===== src/rtl/sram_wb_arbiter.sv =====
// Round-robin arbiter sharing one Wishbone classic SRAM port between requesters A and B.
// Grant lasts one bus cycle; a watchdog aborts cycles that never see an ack.
module sram_wb_arbiter #(
  parameter int TIMEOUT = 16,
  parameter int TO_W    = 5
) (
  input  logic        clock,
  input  logic        reset,

  input  logic        a_cyc_i,
  input  logic        a_we_i,
  input  logic [3:0]  a_sel_i,
  input  logic [9:0]  a_addr_i,
  input  logic [31:0] a_dat_i,
  output logic        a_ack_o,
  output logic        a_err_o,
  output logic [31:0] a_dat_o,

  input  logic        b_cyc_i,
  input  logic        b_we_i,
  input  logic [3:0]  b_sel_i,
  input  logic [9:0]  b_addr_i,
  input  logic [31:0] b_dat_i,
  output logic        b_ack_o,
  output logic        b_err_o,
  output logic [31:0] b_dat_o,

  output logic        sram_cyc_o,
  output logic        sram_stb_o,
  output logic        sram_we_o,
  output logic [3:0]  sram_sel_o,
  output logic [9:0]  sram_addr_o,
  output logic [31:0] sram_dat_o,
  input  logic [31:0] sram_dat_i,
  input  logic        sram_ack_i,

  output logic [1:0]  grant_o
);

  typedef enum logic [1:0] {
    IDLE  = 2'd0,
    GNT_A = 2'd1,
    GNT_B = 2'd2
  } state_e;

  localparam logic [TO_W-1:0] WD_LAST = TO_W'(TIMEOUT - 1);

  state_e          state_q, state_d;
  logic            last_b_q, last_b_d;
  logic [TO_W-1:0] wd_q, wd_d;

  always_ff @(posedge clock) begin
    if (reset) begin
      state_q  <= IDLE;
      last_b_q <= 1'b1;
      wd_q     <= '0;
    end else begin
      state_q  <= state_d;
      last_b_q <= last_b_d;
      wd_q     <= wd_d;
    end
  end

  always_comb begin
    state_d     = state_q;
    last_b_d    = last_b_q;
    wd_d        = wd_q;
    a_ack_o     = 1'b0;
    a_err_o     = 1'b0;
    a_dat_o     = 32'h0;
    b_ack_o     = 1'b0;
    b_err_o     = 1'b0;
    b_dat_o     = 32'h0;
    sram_cyc_o  = 1'b0;
    sram_we_o   = 1'b0;
    sram_sel_o  = 4'h0;
    sram_addr_o = 10'h0;
    sram_dat_o  = 32'h0;
    grant_o     = 2'b00;

    case (state_q)
      IDLE: begin
        wd_d = '0;
        // On a tie, the port that was not served last wins.
        if (a_cyc_i && (!b_cyc_i || last_b_q)) begin
          state_d = GNT_A;
        end else if (b_cyc_i) begin
          state_d = GNT_B;
        end
      end

      GNT_A: begin
        grant_o     = 2'b01;
        sram_cyc_o  = a_cyc_i;
        sram_we_o   = a_we_i;
        sram_sel_o  = a_sel_i;
        sram_addr_o = a_addr_i;
        sram_dat_o  = a_dat_i;
        if (!a_cyc_i) begin
          state_d  = IDLE;
          last_b_d = 1'b0;
        end else if (sram_ack_i) begin
          a_ack_o  = 1'b1;
          a_dat_o  = sram_dat_i;
          state_d  = IDLE;
          last_b_d = 1'b0;
        end else if (wd_q == WD_LAST) begin
          a_err_o  = 1'b1;
          state_d  = IDLE;
          last_b_d = 1'b0;
        end else begin
          wd_d = wd_q + 1'b1;
        end
      end

      GNT_B: begin
        grant_o     = 2'b10;
        sram_cyc_o  = b_cyc_i;
        sram_we_o   = b_we_i;
        sram_sel_o  = b_sel_i;
        sram_addr_o = b_addr_i;
        sram_dat_o  = b_dat_i;
        if (!b_cyc_i) begin
          state_d  = IDLE;
          last_b_d = 1'b1;
        end else if (sram_ack_i) begin
          b_ack_o  = 1'b1;
          b_dat_o  = sram_dat_i;
          state_d  = IDLE;
          last_b_d = 1'b1;
        end else if (wd_q == WD_LAST) begin
          b_err_o  = 1'b1;
          state_d  = IDLE;
          last_b_d = 1'b1;
        end else begin
          wd_d = wd_q + 1'b1;
        end
      end

      default: state_d = IDLE;
    endcase

    // A cycle killed by reset must not report completion to its requester.
    if (reset) begin
      a_ack_o = 1'b0;
      a_err_o = 1'b0;
      a_dat_o = 32'h0;
      b_ack_o = 1'b0;
      b_err_o = 1'b0;
      b_dat_o = 32'h0;
    end
  end

  assign sram_stb_o = sram_cyc_o;

endmodule


===== config.mk =====
export PLATFORM = sky130hd
export DESIGN_NAME = sram_wb_arbiter
export DESIGN_NICKNAME = d
export VERILOG_FILES = /design/src/rtl/sram_wb_arbiter.sv
export SDC_FILE = /design/constraint.sdc
export NUM_CORES = 1
export LEC_CHECK = 0
export ABC_AREA = 1
export CORE_AREA = 2 2 97 99
export DETAILED_ROUTE_END_ITERATION = 6
export DIE_AREA = 0 0 99 101
export HOLD_SLACK_MARGIN = 0.05
export PLACE_DENSITY = 0.69
export SYNTH_ARGS = -nofsm -noshare
export SYNTH_HDL_FRONTEND = slang
export SYNTH_SLANG_ARGS = --single-unit

===== constraint.sdc =====
create_clock -name clock -period 4.82 [get_ports clock]
set_clock_uncertainty 0.05 [all_clocks]
set_input_delay 0.723 -clock clock [delete_from_list [all_inputs] [get_ports clock]]
set_output_delay 0.723 -clock clock [all_outputs]
set_load 0.01 [all_outputs]

== Word-level counts from Yosys, hierarchy flattened ==
Cells that the tools add are included.
Operators by class
  reduce and logical (&&, ||, !) cells: 8
  mux-type cells: 47
  equality and inequality tests: 8
  $lt $le $gt $ge: 0
  shift operators: 0
  bitwise gates (word level): 0
  multiply operators: 0
  div/mod/pow operators: 0
  $add $sub $neg: 1
Operators by type and width (number)
  32-bit two-way mux: 7
  32-bit one-hot mux with 2 select lines: 1
  1-bit two-way mux: 21
  5-bit two-way mux: 4
  10-bit one-hot mux with 2 select lines: 1
  5-bit one-hot mux with 3 select lines: 1
  2-bit two-way mux: 6
  4-bit != test, second input constant: 2
  4-bit one-hot mux with 2 select lines: 1
  1-bit one-hot mux with 2 select lines: 3
  2-bit one-hot mux with 3 select lines: 1
  3-bit AND reduction: 2
  5-bit by 1-bit adder with 5-bit output, second input constant: 1
  5-bit by 4-bit == test with 1-bit output, second input constant: 1
  2-bit != test, second input constant: 2
  2-bit one-hot mux with 2 select lines: 1
  3-bit != test, second input constant: 1
  3-bit nonzero test: 1
  2-bit by 1-bit == test with 1-bit output, second input constant: 1
  2-bit == test, second input constant: 1
  2-bit logical NOT: 1
  2-bit nonzero test: 1
  1-bit logical AND: 1
  1-bit logical NOT: 1
  1-bit logical OR: 1
Storage, ports and cells
  bits in writable memories: 0
  ROM bits: 0
  word-level logic and storage cells: 67
  latch bits: 0
  flip-flop bits (word level): 8
  memories: 0
  input bits: 131
  output and inout bits: 119

== Longest topological paths before layout ==
  depth after elaboration: 6
  gate-level depth with buffers: 10
  depth with buffers taken out: 10

== Worst setup path before layout ==
Ideal clock, no wire load.
  kind: flip-flop to output port
  start point: register state_q[0]
  end point: output port sram_stb_o
  arrival time: 1.500 ns
  setup slack: 2.547 ns
  required time: 4.047 ns
  stages on the path, launching flop included: 7
  buffers on the path: 2
  path through: dfxtp_1 > inv_1 > ha_1 > inv_2 > clkbuf_1 > a21oi_1 > buf_4
Between the ends
  longest elaborated chain between the ends: 2
  elaborated cells between the ends (all ways): 3
  those cells by class: eq/ne: 2; mux: 1
Ends and longest elaborated chain
  start, declared: line 48  | state_e state_q, state_d;
  start signal, assigned: line 58  | state_q <= state_d;
  2-bit == test or 2-bit by 1-bit == test with 1-bit output (tied branches): line 81  | case (state_q)
  1-bit one-hot mux with 2 select lines *: line 81
  end, declared: line 29  | output logic sram_stb_o,
Every way passes the cells marked *; elsewhere a longest branch is shown, timed or not.

== Final worst setup path ==
  start point: input port reset
  end point: output port b_dat_o[19]
Between the ends
  longest elaborated chain between the ends: 1
Ends and longest elaborated chain
  start, declared: line 8  | input logic reset,
  32-bit two-way mux: line 144  | if (reset) begin
  end, declared: line 26  | output logic [31:0] b_dat_o,
Every way passes these cells.

==> out/metrics.yaml <==
synthesis:
  yosysSeqAreaShare: 0.0910
  synth_top_family_by_area: "simple AND/OR/NAND/NOR gates"
  postSynthCellCount: 353
  yosys.area_share.simple: 0.490
  synth_compound_area_frac: 0.165
  muxShareOfSynthArea: 0
  syn_area_um2: 1760
  synth_fa_ha_area_frac: 0.0569
  synth_warnings: 0
  yosysUniqueCellTypes: 23
  synth_nets: 492
  synthXorXnorAreaFrac: 0
  avgSynthCellArea_um2: 4.99
  ys_ff_latch: 8
clock_network:
  root_buffer: "clkbuf_8"
  cts_inserted_buffers: 3
  htreeDepth: 1
  cts-hold-fix-buffers: 0
  clk_latency_ns: 0.23
  cts_num_sinks: 8
  cts.repair.resized: 0
  cts.clk_slew.worst_paths_ns: 0.04
  clock_path_buffers: 2
  cts_tree: "built"
  postCtsSetupBuffers: 0
worst_setup_path:
  critPathArrivalTime_ns: 2.70
  path_class: "in -> out"
  start_kind: "input pin"
  cp-end-kind: "output pin"
  crit_fanout: 32
  ff2ff_path_depth: 6
  critPathRequiredTime_ns: 4.05
routing:
  drc: 0
  routedWlPerCell_um: 12.9
  firstDrtPassIters: 4
  wl_um: 8950
  via_per_inst: 4.20
  vias: 2915
  initialDrtViolationCount: 62
  drtAntennaViolNets: 0
floorplan:
  die_h_um: 101
  die_area_um2: 10000
  io-pin-count: 250
  start_util: 0.196
  core_um2: 8980
  num_rows: 35
  die_x_um: 99
grt:
  grt_max_degree: 53
  antenna_found_initial: 0
  grt_pass1_vias: 2645
  grt_pass1_wl_um: 13400
  grt_usage: 0.160
  grt_overflow_total: 0
place:
  portBuffers: 249
  place_congestion: 0.810
  dpl.hpwl_um: 7380
  dp_slack_ns: 1.31
final_layout:
  syn_to_final_growth_pct: 143
  final_util: 0.477
  num-fill-cells: 912
  drive_gt1_frac: 0.0463
  final_common_cell: "clkdlybuf4s50_1"
  final_cell_mix: "clkdlybuf4s50_1, nand2_1, nor2_1"
  nNetsFinal: 724
  antenna_cells: 0
power_and_ir_drop:
  p_leak_nw: 1.65
  ir_drop_v: 0.000155
  cellPowerDensity_nw_per_um2: 122
sta:
  setup_violations: 0
  relSlewSlack: 0.426
  fin_ws_ns: 1.34
  final.min_clock_period_ns: 3.48
  fmax_mhz: 288
  final-hold-violation-count: 0
  tns_ns: 0
  worst_slew_pin_slew_ns: 0.862
  period_share: 0.721
  hold_slack_ns: 0.406
  drv_slew: 0
  grt_setup_unrepaired: "no"
flow_run:
  maxCapViolCount: 0
worst_hold_path:
  hold-path-cell-count: 2
  hold_path_class: "reg -> reg"
outcome:
  status: "finished clean"
[flip-flops by register name, indices dropped and copies added, names as in the netlist]
| name | cells |
|---|---|
| last_b_q | 1 |
| wd_q | 5 |
| state_q | 2 |
[worst max-delay path: stages]
cell	delay [ns]
clkdlybuf4s50_1	0.69
inv_2	0.10
nand2_4	0.10
nor2_4	0.04
inv_2	0.40
nor2_1	0.12
clkdlybuf4s50_1	0.51
[stage by stage]
stage                     std cells  instance area (um^2)  power [W]
after global routing            694                  4280   0.000562
after floorplan                 353                  1760   0.000246
after detailed placement        691                  4240   0.000444
after global placement          691                  4240   0.000441
final                           694                  4280   0.000523
after CTS                       694                  4280   0.000527
[worst paths after layout]
| check | startpoint | endpoint | slack, ns |
|---|---|---|---|
| min reg2reg | last_b_q$_SDFFE_PP1P_ | last_b_q$_SDFFE_PP1P_ | 0.41 |
| max | reset | b_dat_o[19] | 1.34 |
| min | last_b_q$_SDFFE_PP1P_ | last_b_q$_SDFFE_PP1P_ | 0.41 |
| max reg2reg | state_q[0]$_SDFFE_PP0P_ | wd_q[2]$_SDFFE_PP0P_ | 2.84 |
[cell usage after synthesis]
master	count	area share
nand2_1	119	0.25
nor2_1	62	0.13
a21oi_1	55	0.16
inv_1	41	0.087
nor2_2	10	0.036
dfxtp_1	8	0.091
ha_1	8	0.057
nand3_1	8	0.023
buf_4	7	0.030
buf_6	7	0.045
clkbuf_1	5	0.011
inv_2	5	0.011
buf_2	4	0.011
nor2_4	3	0.019
nor3_1	2	0.0057
o21ai_0	2	0.0057
and2_1	1	0.0036
buf_1	1	0.0021
nand2_2	1	0.0036
nand2_4	1	0.0064
nand4_1	1	0.0036
nor3b_1	1	0.0043
o21ai_1	1	0.0028
[per-layer routing]
| metal | part of all wire | GRT usage | routed length, um |
|---|---|---|---|
| met1 | 0.39 | 0.195 | 3510 |
| met3 | 0.074 | 0.0250 | 662 |
| met5 | 0 | 0 | 0 |
| met2 | 0.52 | 0.299 | 4690 |
| met4 | 0.0089 | 0.0263 | 80 |
[report_power, final]
group | switching, W | internal, W
logic | 0.000171 | 0.000188
clock network | 0.0000285 | 0.0000543
registers | 0.00000731 | 0.0000733
total | 0.000207 | 0.000316
[kinds of logic (layout without fill, tap and decap cells)]
kind of cell | count (synthesis) | count (layout)
AND/OR/NAND/NOR | 209 | 209
adder cells (fa/ha/maj) | 8 | 8
flip-flops | 8 | 8
AO/OA/AOI/OAI | 58 | 58
buffers and inverters | 70 | 300
[cell type report]
type,instances,area (um^2),share of cell area
Timing Repair Buffer,251,2510,0.586
Inverter,46,173,0.0404
Sequential cell,8,160,0.0374
Clock buffer,3,41.3,0.00965
Multi-Input combinational cell,275,1260,0.294
Tap cell,111,139,0.0325
Note: power is estimated with default switching activity, not from simulation.
